### src/rtl/ram_arbiter_pkg.sv
`default_nettype none
// ============================================================================
// Module      : ram_arb_pkg
// Description : Shared types and constants for the two-port RAM arbiter.
// Revision    : 1.0 - initial release
// ============================================================================
package ram_arb_pkg;

    localparam int DEFAULT_WIDTH = 8;

    // Requester indices double as bit positions in the req/gnt vectors
    localparam logic REQ_CPU = 1'b0;
    localparam logic REQ_DBG = 1'b1;

    typedef enum logic [1:0] {
        ARB_IDLE = 2'd0,
        ARB_ADDR = 2'd1,
        ARB_DATA = 2'd2
    } arb_state_t;

    function automatic logic [1:0] req_onehot(input logic idx);
        return idx ? 2'b10 : 2'b01;
    endfunction

endpackage
`default_nettype wire

### src/rtl/ram_arbiter_if.sv
`default_nettype none
// ============================================================================
// Module      : ram_arbiter_if
// Description : Requester handshakes and RAM strobe bus of the arbiter.
//               Lock inputs exist only when RAM_ARB_LOCK_EN is defined.
// Revision    : 1.0 - initial release
// ============================================================================
interface ram_arbiter_if #(
    parameter int WIDTH = 8
) ();

    logic             cpu_req;
    logic             cpu_we;
    logic [WIDTH-1:0] cpu_addr;
    logic [WIDTH-1:0] cpu_wdata;
    logic             cpu_gnt;
    logic             cpu_done;

    logic             dbg_req;
    logic             dbg_we;
    logic [WIDTH-1:0] dbg_addr;
    logic [WIDTH-1:0] dbg_wdata;
    logic             dbg_gnt;
    logic             dbg_done;

`ifdef RAM_ARB_LOCK_EN
    logic             cpu_lock;
    logic             dbg_lock;
`endif

    logic [WIDTH-1:0] rdata;
    logic             busy;

    logic             mem_mi;
    logic             mem_ri;
    logic [WIDTH-1:0] mem_wbus;
    logic [WIDTH-1:0] mem_rdata;

    modport slave (
`ifdef RAM_ARB_LOCK_EN
        input  cpu_lock, dbg_lock,
`endif
        input  cpu_req, cpu_we, cpu_addr, cpu_wdata,
        input  dbg_req, dbg_we, dbg_addr, dbg_wdata,
        input  mem_rdata,
        output cpu_gnt, cpu_done, dbg_gnt, dbg_done,
        output rdata, busy,
        output mem_mi, mem_ri, mem_wbus
    );

    modport master (
`ifdef RAM_ARB_LOCK_EN
        output cpu_lock, dbg_lock,
`endif
        output cpu_req, cpu_we, cpu_addr, cpu_wdata,
        output dbg_req, dbg_we, dbg_addr, dbg_wdata,
        output mem_rdata,
        input  cpu_gnt, cpu_done, dbg_gnt, dbg_done,
        input  rdata, busy,
        input  mem_mi, mem_ri, mem_wbus
    );

endinterface
`default_nettype wire

### src/rtl/ram_arbiter_rr_arb2.sv
`default_nettype none
// ============================================================================
// Module      : rr_arb2
// Description : Combinational two-way round-robin pick with eligibility mask.
// Revision    : 1.0 - initial release
// ============================================================================
module rr_arb2 (
    input  wire logic [1:0] i_req,
    input  wire logic       i_last_grant,
    input  wire logic [1:0] i_lock_mask,
    output logic      [1:0] o_gnt
);

    logic [1:0] w_elig;

    assign w_elig = i_req & i_lock_mask;

    always_comb begin
        o_gnt = 2'b00;
        case (w_elig)
            2'b01:   o_gnt = 2'b01;
            2'b10:   o_gnt = 2'b10;
            // On a tie the port that did not win last time goes first
            2'b11:   o_gnt = i_last_grant ? 2'b01 : 2'b10;
            default: o_gnt = 2'b00;
        endcase
    end

endmodule
`default_nettype wire

### src/rtl/ram_arbiter.sv
`default_nettype none
// ============================================================================
// Module      : ram_arbiter
// Description : Shares a single-port RAM between CPU and debug requesters,
//               sequencing each grant as ADDR (MI) then DATA (RI / capture).
//               Optional owner lock enabled by RAM_ARB_LOCK_EN.
// Revision    : 1.0 - initial release
// ============================================================================
module ram_arbiter
    import ram_arb_pkg::*;
#(
    parameter int WIDTH = DEFAULT_WIDTH
) (
    input  wire logic      clk,
    input  wire logic      reset,
    ram_arbiter_if.slave   bus
);

    arb_state_t       r_state;
    arb_state_t       w_state_next;

    logic             r_owner;
    logic             r_we;
    logic [WIDTH-1:0] r_addr;
    logic [WIDTH-1:0] r_wdata;
    logic [WIDTH-1:0] r_rdata;
    logic             r_last_grant;
    logic             r_cpu_gnt;
    logic             r_dbg_gnt;
    logic             r_cpu_done;
    logic             r_dbg_done;

    logic [1:0]       w_req;
    logic [1:0]       w_lock_mask;
    logic [1:0]       w_gnt;
    logic             w_locked;
    logic             w_grant_any;
    logic             w_win;

    logic             w_mem_mi;
    logic             w_mem_ri;
    logic [WIDTH-1:0] w_mem_wbus;

    assign w_req = {bus.dbg_req, bus.cpu_req};

`ifdef RAM_ARB_LOCK_EN
    logic r_lock_active;
    logic w_done_now;
    logic w_owner_lock;

    // The lock is judged live in the done cycle, then held until the next done
    assign w_done_now   = r_cpu_done | r_dbg_done;
    assign w_owner_lock = r_owner ? bus.dbg_lock : bus.cpu_lock;
    assign w_locked     = w_done_now ? w_owner_lock : r_lock_active;
    assign w_lock_mask  = w_locked ? req_onehot(r_owner) : 2'b11;

    always_ff @(posedge clk or posedge reset) begin
        if (reset) begin
            r_lock_active <= 1'b0;
        end else if (w_done_now) begin
            r_lock_active <= w_owner_lock;
        end
    end
`else
    assign w_locked    = 1'b0;
    assign w_lock_mask = 2'b11;
`endif

    rr_arb2 u_rr_arb2 (
        .i_req        (w_req),
        .i_last_grant (r_last_grant),
        .i_lock_mask  (w_lock_mask),
        .o_gnt        (w_gnt)
    );

    assign w_grant_any = (r_state == ARB_IDLE) && (w_gnt != 2'b00);
    assign w_win       = w_gnt[REQ_DBG];

    always_ff @(posedge clk or posedge reset) begin
        if (reset) begin
            r_state <= ARB_IDLE;
        end else begin
            r_state <= w_state_next;
        end
    end

    always_comb begin
        w_state_next = r_state;
        w_mem_mi     = 1'b0;
        w_mem_ri     = 1'b0;
        w_mem_wbus   = '0;
        case (r_state)
            ARB_IDLE: begin
                if (w_grant_any) begin
                    w_state_next = ARB_ADDR;
                end
            end
            ARB_ADDR: begin
                w_mem_mi     = 1'b1;
                w_mem_wbus   = r_addr;
                w_state_next = ARB_DATA;
            end
            ARB_DATA: begin
                if (r_we) begin
                    w_mem_ri   = 1'b1;
                    w_mem_wbus = r_wdata;
                end
                w_state_next = ARB_IDLE;
            end
            default: begin
                w_state_next = ARB_IDLE;
            end
        endcase
    end

    always_ff @(posedge clk or posedge reset) begin
        if (reset) begin
            r_owner      <= REQ_CPU;
            r_we         <= 1'b0;
            r_addr       <= '0;
            r_wdata      <= '0;
            r_rdata      <= '0;
            r_last_grant <= REQ_DBG;
            r_cpu_gnt    <= 1'b0;
            r_dbg_gnt    <= 1'b0;
            r_cpu_done   <= 1'b0;
            r_dbg_done   <= 1'b0;
        end else begin
            r_cpu_gnt  <= w_grant_any & w_gnt[REQ_CPU];
            r_dbg_gnt  <= w_grant_any & w_gnt[REQ_DBG];
            r_cpu_done <= (r_state == ARB_DATA) && (r_owner == REQ_CPU);
            r_dbg_done <= (r_state == ARB_DATA) && (r_owner == REQ_DBG);

            if (w_grant_any) begin
                r_owner <= w_win;
                r_we    <= w_win ? bus.dbg_we    : bus.cpu_we;
                r_addr  <= w_win ? bus.dbg_addr  : bus.cpu_addr;
                r_wdata <= w_win ? bus.dbg_wdata : bus.cpu_wdata;
                // Locked re-grants must not disturb round-robin fairness
                if (!w_locked) begin
                    r_last_grant <= w_win;
                end
            end

            if ((r_state == ARB_DATA) && !r_we) begin
                r_rdata <= bus.mem_rdata;
            end
        end
    end

    assign bus.cpu_gnt  = r_cpu_gnt;
    assign bus.dbg_gnt  = r_dbg_gnt;
    assign bus.cpu_done = r_cpu_done;
    assign bus.dbg_done = r_dbg_done;
    assign bus.rdata    = r_rdata;
    assign bus.busy     = (r_state != ARB_IDLE);
    assign bus.mem_mi   = w_mem_mi;
    assign bus.mem_ri   = w_mem_ri;
    assign bus.mem_wbus = w_mem_wbus;

endmodule
`default_nettype wire

### src/flat_wrapper.sv
// flat-port wrapper written by rule: the top's interface ports become plain ports
module ram_arbiter_flat import ram_arb_pkg::*;
#(
    parameter int WIDTH = DEFAULT_WIDTH
)
  (clk, reset, bus_cpu_req, bus_cpu_we, bus_cpu_addr, bus_cpu_wdata, bus_dbg_req, bus_dbg_we, bus_dbg_addr, bus_dbg_wdata, bus_mem_rdata, bus_cpu_gnt, bus_cpu_done, bus_dbg_gnt, bus_dbg_done, bus_rdata, bus_busy, bus_mem_mi, bus_mem_ri, bus_mem_wbus);
  ram_arbiter_if #(.WIDTH(WIDTH)) bus_i ();
  input  wire logic clk;
  input  wire logic reset;
  input wire logic [$bits(bus_i.cpu_req)-1:0] bus_cpu_req;
  input wire logic [$bits(bus_i.cpu_we)-1:0] bus_cpu_we;
  input wire logic [$bits(bus_i.cpu_addr)-1:0] bus_cpu_addr;
  input wire logic [$bits(bus_i.cpu_wdata)-1:0] bus_cpu_wdata;
  input wire logic [$bits(bus_i.dbg_req)-1:0] bus_dbg_req;
  input wire logic [$bits(bus_i.dbg_we)-1:0] bus_dbg_we;
  input wire logic [$bits(bus_i.dbg_addr)-1:0] bus_dbg_addr;
  input wire logic [$bits(bus_i.dbg_wdata)-1:0] bus_dbg_wdata;
  input wire logic [$bits(bus_i.mem_rdata)-1:0] bus_mem_rdata;
  output wire logic [$bits(bus_i.cpu_gnt)-1:0] bus_cpu_gnt;
  output wire logic [$bits(bus_i.cpu_done)-1:0] bus_cpu_done;
  output wire logic [$bits(bus_i.dbg_gnt)-1:0] bus_dbg_gnt;
  output wire logic [$bits(bus_i.dbg_done)-1:0] bus_dbg_done;
  output wire logic [$bits(bus_i.rdata)-1:0] bus_rdata;
  output wire logic [$bits(bus_i.busy)-1:0] bus_busy;
  output wire logic [$bits(bus_i.mem_mi)-1:0] bus_mem_mi;
  output wire logic [$bits(bus_i.mem_ri)-1:0] bus_mem_ri;
  output wire logic [$bits(bus_i.mem_wbus)-1:0] bus_mem_wbus;
  assign bus_i.cpu_req = bus_cpu_req;
  assign bus_i.cpu_we = bus_cpu_we;
  assign bus_i.cpu_addr = bus_cpu_addr;
  assign bus_i.cpu_wdata = bus_cpu_wdata;
  assign bus_i.dbg_req = bus_dbg_req;
  assign bus_i.dbg_we = bus_dbg_we;
  assign bus_i.dbg_addr = bus_dbg_addr;
  assign bus_i.dbg_wdata = bus_dbg_wdata;
  assign bus_i.mem_rdata = bus_mem_rdata;
  assign bus_cpu_gnt = bus_i.cpu_gnt;
  assign bus_cpu_done = bus_i.cpu_done;
  assign bus_dbg_gnt = bus_i.dbg_gnt;
  assign bus_dbg_done = bus_i.dbg_done;
  assign bus_rdata = bus_i.rdata;
  assign bus_busy = bus_i.busy;
  assign bus_mem_mi = bus_i.mem_mi;
  assign bus_mem_ri = bus_i.mem_ri;
  assign bus_mem_wbus = bus_i.mem_wbus;
  ram_arbiter #(.WIDTH(WIDTH)) u_core (.clk(clk), .reset(reset), .bus(bus_i));
endmodule
### config.mk
export PLATFORM = sky130hd
export DESIGN_NAME = ram_arbiter_flat
export DESIGN_NICKNAME = d
export VERILOG_FILES = /design/src/rtl/ram_arbiter_pkg.sv /design/src/rtl/ram_arbiter_if.sv /design/src/rtl/ram_arbiter_rr_arb2.sv /design/src/rtl/ram_arbiter.sv /design/src/flat_wrapper.sv
export SDC_FILE = /design/constraint.sdc
export NUM_CORES = 1
export LEC_CHECK = 0
export CAP_MARGIN = 10
export CORE_MARGIN = 2
export CORE_UTILIZATION = 40
export CTS_BUF_LIST = sky130_fd_sc_hd__clkbuf_8
export CTS_CLUSTER_SIZE = 14
export DETAILED_ROUTE_END_ITERATION = 10
export PLACE_DENSITY_LB_ADDON = 0.25
export SLEW_MARGIN = 0
export SYNTH_ARGS = -nofsm -noshare
export SYNTH_HDL_FRONTEND = slang
export SYNTH_SLANG_ARGS = --single-unit
### constraint.sdc
create_clock -name clk -period 1.61 [get_ports clk]
set_clock_uncertainty 0.15 [all_clocks]
set_input_delay 0.4025 -clock clk [delete_from_list [all_inputs] [get_ports clk]]
set_output_delay 0.4025 -clock clk [all_outputs]
set_load 0.02 [all_outputs]
==> flow_summary.yaml <==
run_status:
  status: "complete, but fails checks"
  violations: "setup timing"
logic_synthesis:
  ys_async_sr_fraction_pct: 100
  ys_seq_elements: 33
  avgSynthCellArea_um2: 10.4
  synth_edf_count: 0
  synth_warnings: 0
  synth_compound_area_share_pct: 15.3
  synth_cells: 162
  yosysTopAreaCellShare_pct: 47.4
  ys.flop_type: "dfrtp_1"
  synth_common_cells: "32 x dfrtp_1, 29 x nand2_1, 18 x nor2_1, 11 x nor2b_1"
  synthAdderAreaFrac_pct: 3.71
  syn_nets: 213
  synthTopCellsByArea: "dfrtp_1 47%, mux2_2 6.7%, nand2_1 6.4%"
  seq_area_frac_synth_pct: 49.0
  ys_types: 25
  synthMostInstantiatedCell: "dfrtp_1"
  synth_area_leader_cell: "dfrtp_1"
  synthSimpleGateAreaFrac_pct: 18.6
  synth_area_um2: 1690
  synthMuxAreaShare_pct: 6.67
  synth_top_family_by_area: "simple AND/OR/NAND/NOR gates"
  synth_xor_area_share_pct: 0
setup_path:
  cp.required_ns: 1.06
  reg2reg_from: "u_core.r_state[1]"
  rr_worst_depth: 7
  reg2reg_slack_ns: -0.15
  endpoint_kind: "primary output"
  path_cells: "buf_6 > ha_4 > and2_4 > a22oi_2 > nor2b_4 > buf_6"
  reg2reg_to: "u_core.bus.rdata[4]"
  crit_arrival_ns: 1.54
  worstPathMaxFanout: 5
  slowest_stage: "dfrtp_1"
  start_kind: "flop"
  max_stage_delay_ns: 0.41
  crit_path_frequent_cell: "buf_6"
  crit_type: "flop to primary output"
clock_network:
  clock_path_buffers: 2
  cts_hold_buf: 0
  cts_tree: "built"
  cts.sinks: 33
  clk_pin_slew_worst_paths_ns: 0.07
  h-tree-depth: 2
  cts-root-buf: "clkbuf_8"
  clk_latency_ns: 0.28
  numCtsBuffers: 5
die:
  initial_core_util_pct: 41.9
  die_width_um: 69.0
  die_area_um2: 4760
  coreArea_um2: 4030
  rows: 23
  pin_count: 69
  fp.dieH_um: 69.0
sta:
  hold_viol: 0
  finalMaxSlewViolations: 0
  setup_tns_ns: -5.48
  finalSetupViolations: 20
  timing.fmax_mhz: 478
  fin_ws_ns: -0.484
  period_share_pct: 130
  worstMarginPinSlew_ns: 0.351
  max_slew_margin_pct: 76.6
  timing.final.crit_period_ns: 2.09
  rsz0062_at_grt: "true"
detailed_routing:
  top_layer_used: "met4"
  drc: 0
  vias: 1511
  m1WireLength_um: 2010
  ant_nets: 0
  drt_iter0_drc: 62
  wl_met2_um: 2580
  wirelength_um: 4930
  via_per_inst: 4.99
  wl_per_cell_um: 16.3
  wl_met3_um: 256
  drtPass1Iterations: 4
global_routing:
  grt_pass1_vias: 1450
  grt_first_pass_wirelength_um: 6900
  grt_max_degree: 35
  overflow: 0
  track_usage_pct: 20.1
  antenna_found_initial: 0
power:
  p_seq_share_pct: 26.0
  leakage_uw: 0.00131
  p_sw_share_pct: 37.1
  irDropWorstVdd_uv: 882
  combPwrFrac_pct: 60.7
  clkPwrFrac_pct: 13.3
  internal_power_uw: 3720
  p_per_area_nw_per_um2: 1980
  switchingPower_uw: 2200
placed_design:
  dp_hpwl_um: 3260
  place_inst: 289
  place_congestion: 0.769
  port_buffers: 68
finish:
  layout.cells.non_filler: 303
  layout.nets: 303
  antenna_cells: 0
  area_growth_syn_to_layout_pct: 77.0
  drive_gt1_share_pct: 38.7
run:
  max_cap_viol_count: 0
worst_hold_path:
  hold_path_class: "primary input to asynchronous set/reset pin"
critical path, delay by kind of cell (launching register included):
family | cells | cell delay, ns
AND/OR/NAND/NOR | 2 | 0.23
buffers and inverters | 2 | 0.26
AO/OA/AOI/OAI | 1 | 0.20
flip-flops | 1 | 0.41
adder cells (fa/ha/maj) | 1 | 0.15
layout make-up:
cell class	count	area (um^2)
Inverter	5	21.3
Clock buffer	6	82.6
Sequential cell	33	827
Fill cell	267	1040
Tap cell	50	62.6
Multi-Input combinational cell	115	967
Clock inverter	2	33.8
Timing Repair Buffer	92	993
layout by cell type, fill, tap and decap left out, types with 2 or more instances in the layout:
cell type / Yosys / layout
clkdlybuf4s50_1: 0 / 43
dfrtp_1: 32 / 32
nand2_1: 29 / 29
buf_6: 4 / 18
nor2_1: 18 / 16
dlygate4sd2_1: 0 / 14
a31oi_1: 10 / 9
nor2b_4: 0 / 9
mux2_4: 0 / 9
buf_4: 2 / 9
a31oi_2: 7 / 8
a22oi_2: 0 / 8
nand2_2: 7 / 7
clkbuf_8: 0 / 6
buf_12: 1 / 6
inv_1: 5 / 3
ha_4: 0 / 3
inv_2: 0 / 2
and2_4: 0 / 2
nor2b_1: 11 / 2
nor2_2: 0 / 2
ha_1: 5 / 2
clkbuf_16: 0 / 2
sequential cells by signal, indices dropped and copies added (netlist names):
register	count
u_core.bus.dbg_done	1
u_core.r_addr	8
u_core.r_we	1
u_core.bus.rdata	8
u_core.r_last_grant	1
u_core.r_owner	1
u_core.r_state	2
u_core.bus.cpu_done	1
u_core.r_wdata	8
u_core.bus.dbg_gnt	1
u_core.bus.cpu_gnt	1
metrics by stage:
stage | instance area (um^2) | hold slack (ns) | util (%) | setup WS [ns] | power, uW
2_1_floorplan | 1830 | 0.267 | - | -0.114 | 3410
3_3_place_gp | 2670 | 0.287 | 66.4 | -0.561 | 4530
3_5_place_dp | 2670 | 0.301 | 66.4 | -0.584 | 4600
4_1_cts | 2870 | 0.205 | 71.2 | -0.492 | 5580
5_1_grt | 2990 | 0.208 | 74.2 | -0.549 | 6250
6_report | 2990 | 0.201 | 74.2 | -0.484 | 5920
worst max path at each step:
stage / from / end / slack, ns / cells past startpoint
after global routing: u_core.r_state[1] / bus_mem_wbus[5] / -0.55 / 6
after global placement: u_core.r_state[1] / bus_mem_wbus[4] / -0.56 / 6
after CTS: u_core.r_state[1] / bus_mem_wbus[5] / -0.49 / 6
after detailed placement: u_core.r_state[1] / bus_mem_wbus[5] / -0.58 / 6
final: u_core.r_state[1] / bus_mem_wbus[5] / -0.48 / 6
after floorplan: u_core.r_state[0] / bus_mem_wbus[0] / -0.11 / 6
cells by family after synthesis:
group,count (synthesis)
and+or+nand+nor,69
DFF,33
AOI/OAI and AO/OA,30
buffers and inverters,15
muxes,10
adders and majority gates,5
power by group through the flow:
| stage | logic (uW) | clock network [uW] | registers (uW) |
|---|---|---|---|
| 4_1_cts | 3260 | 797 | 1520 |
| 2_1_floorplan | 1760 | 0 | 1650 |
| 3_3_place_gp | 3020 | 0 | 1500 |
| 6_report | 3590 | 788 | 1540 |
| 5_1_grt | 3840 | 842 | 1580 |
| 3_5_place_dp | 3070 | 0 | 1530 |
metal layers:
metal / track usage, % / vias to the layer above
li1: - / 725
met1: 24.5 / 729
met2: 34.3 / 51
met3: 5.68 / 6
met4: 6.86 / 0
met5: 0 / -
timing repair:
action	CTS	global route
setup endpoints to repair	50	38
pin swaps	8	8
gates resized for setup	97	11
gates cloned	1	3
setup buffers	0	3
Note: power is estimated with default switching activity, not from simulation.
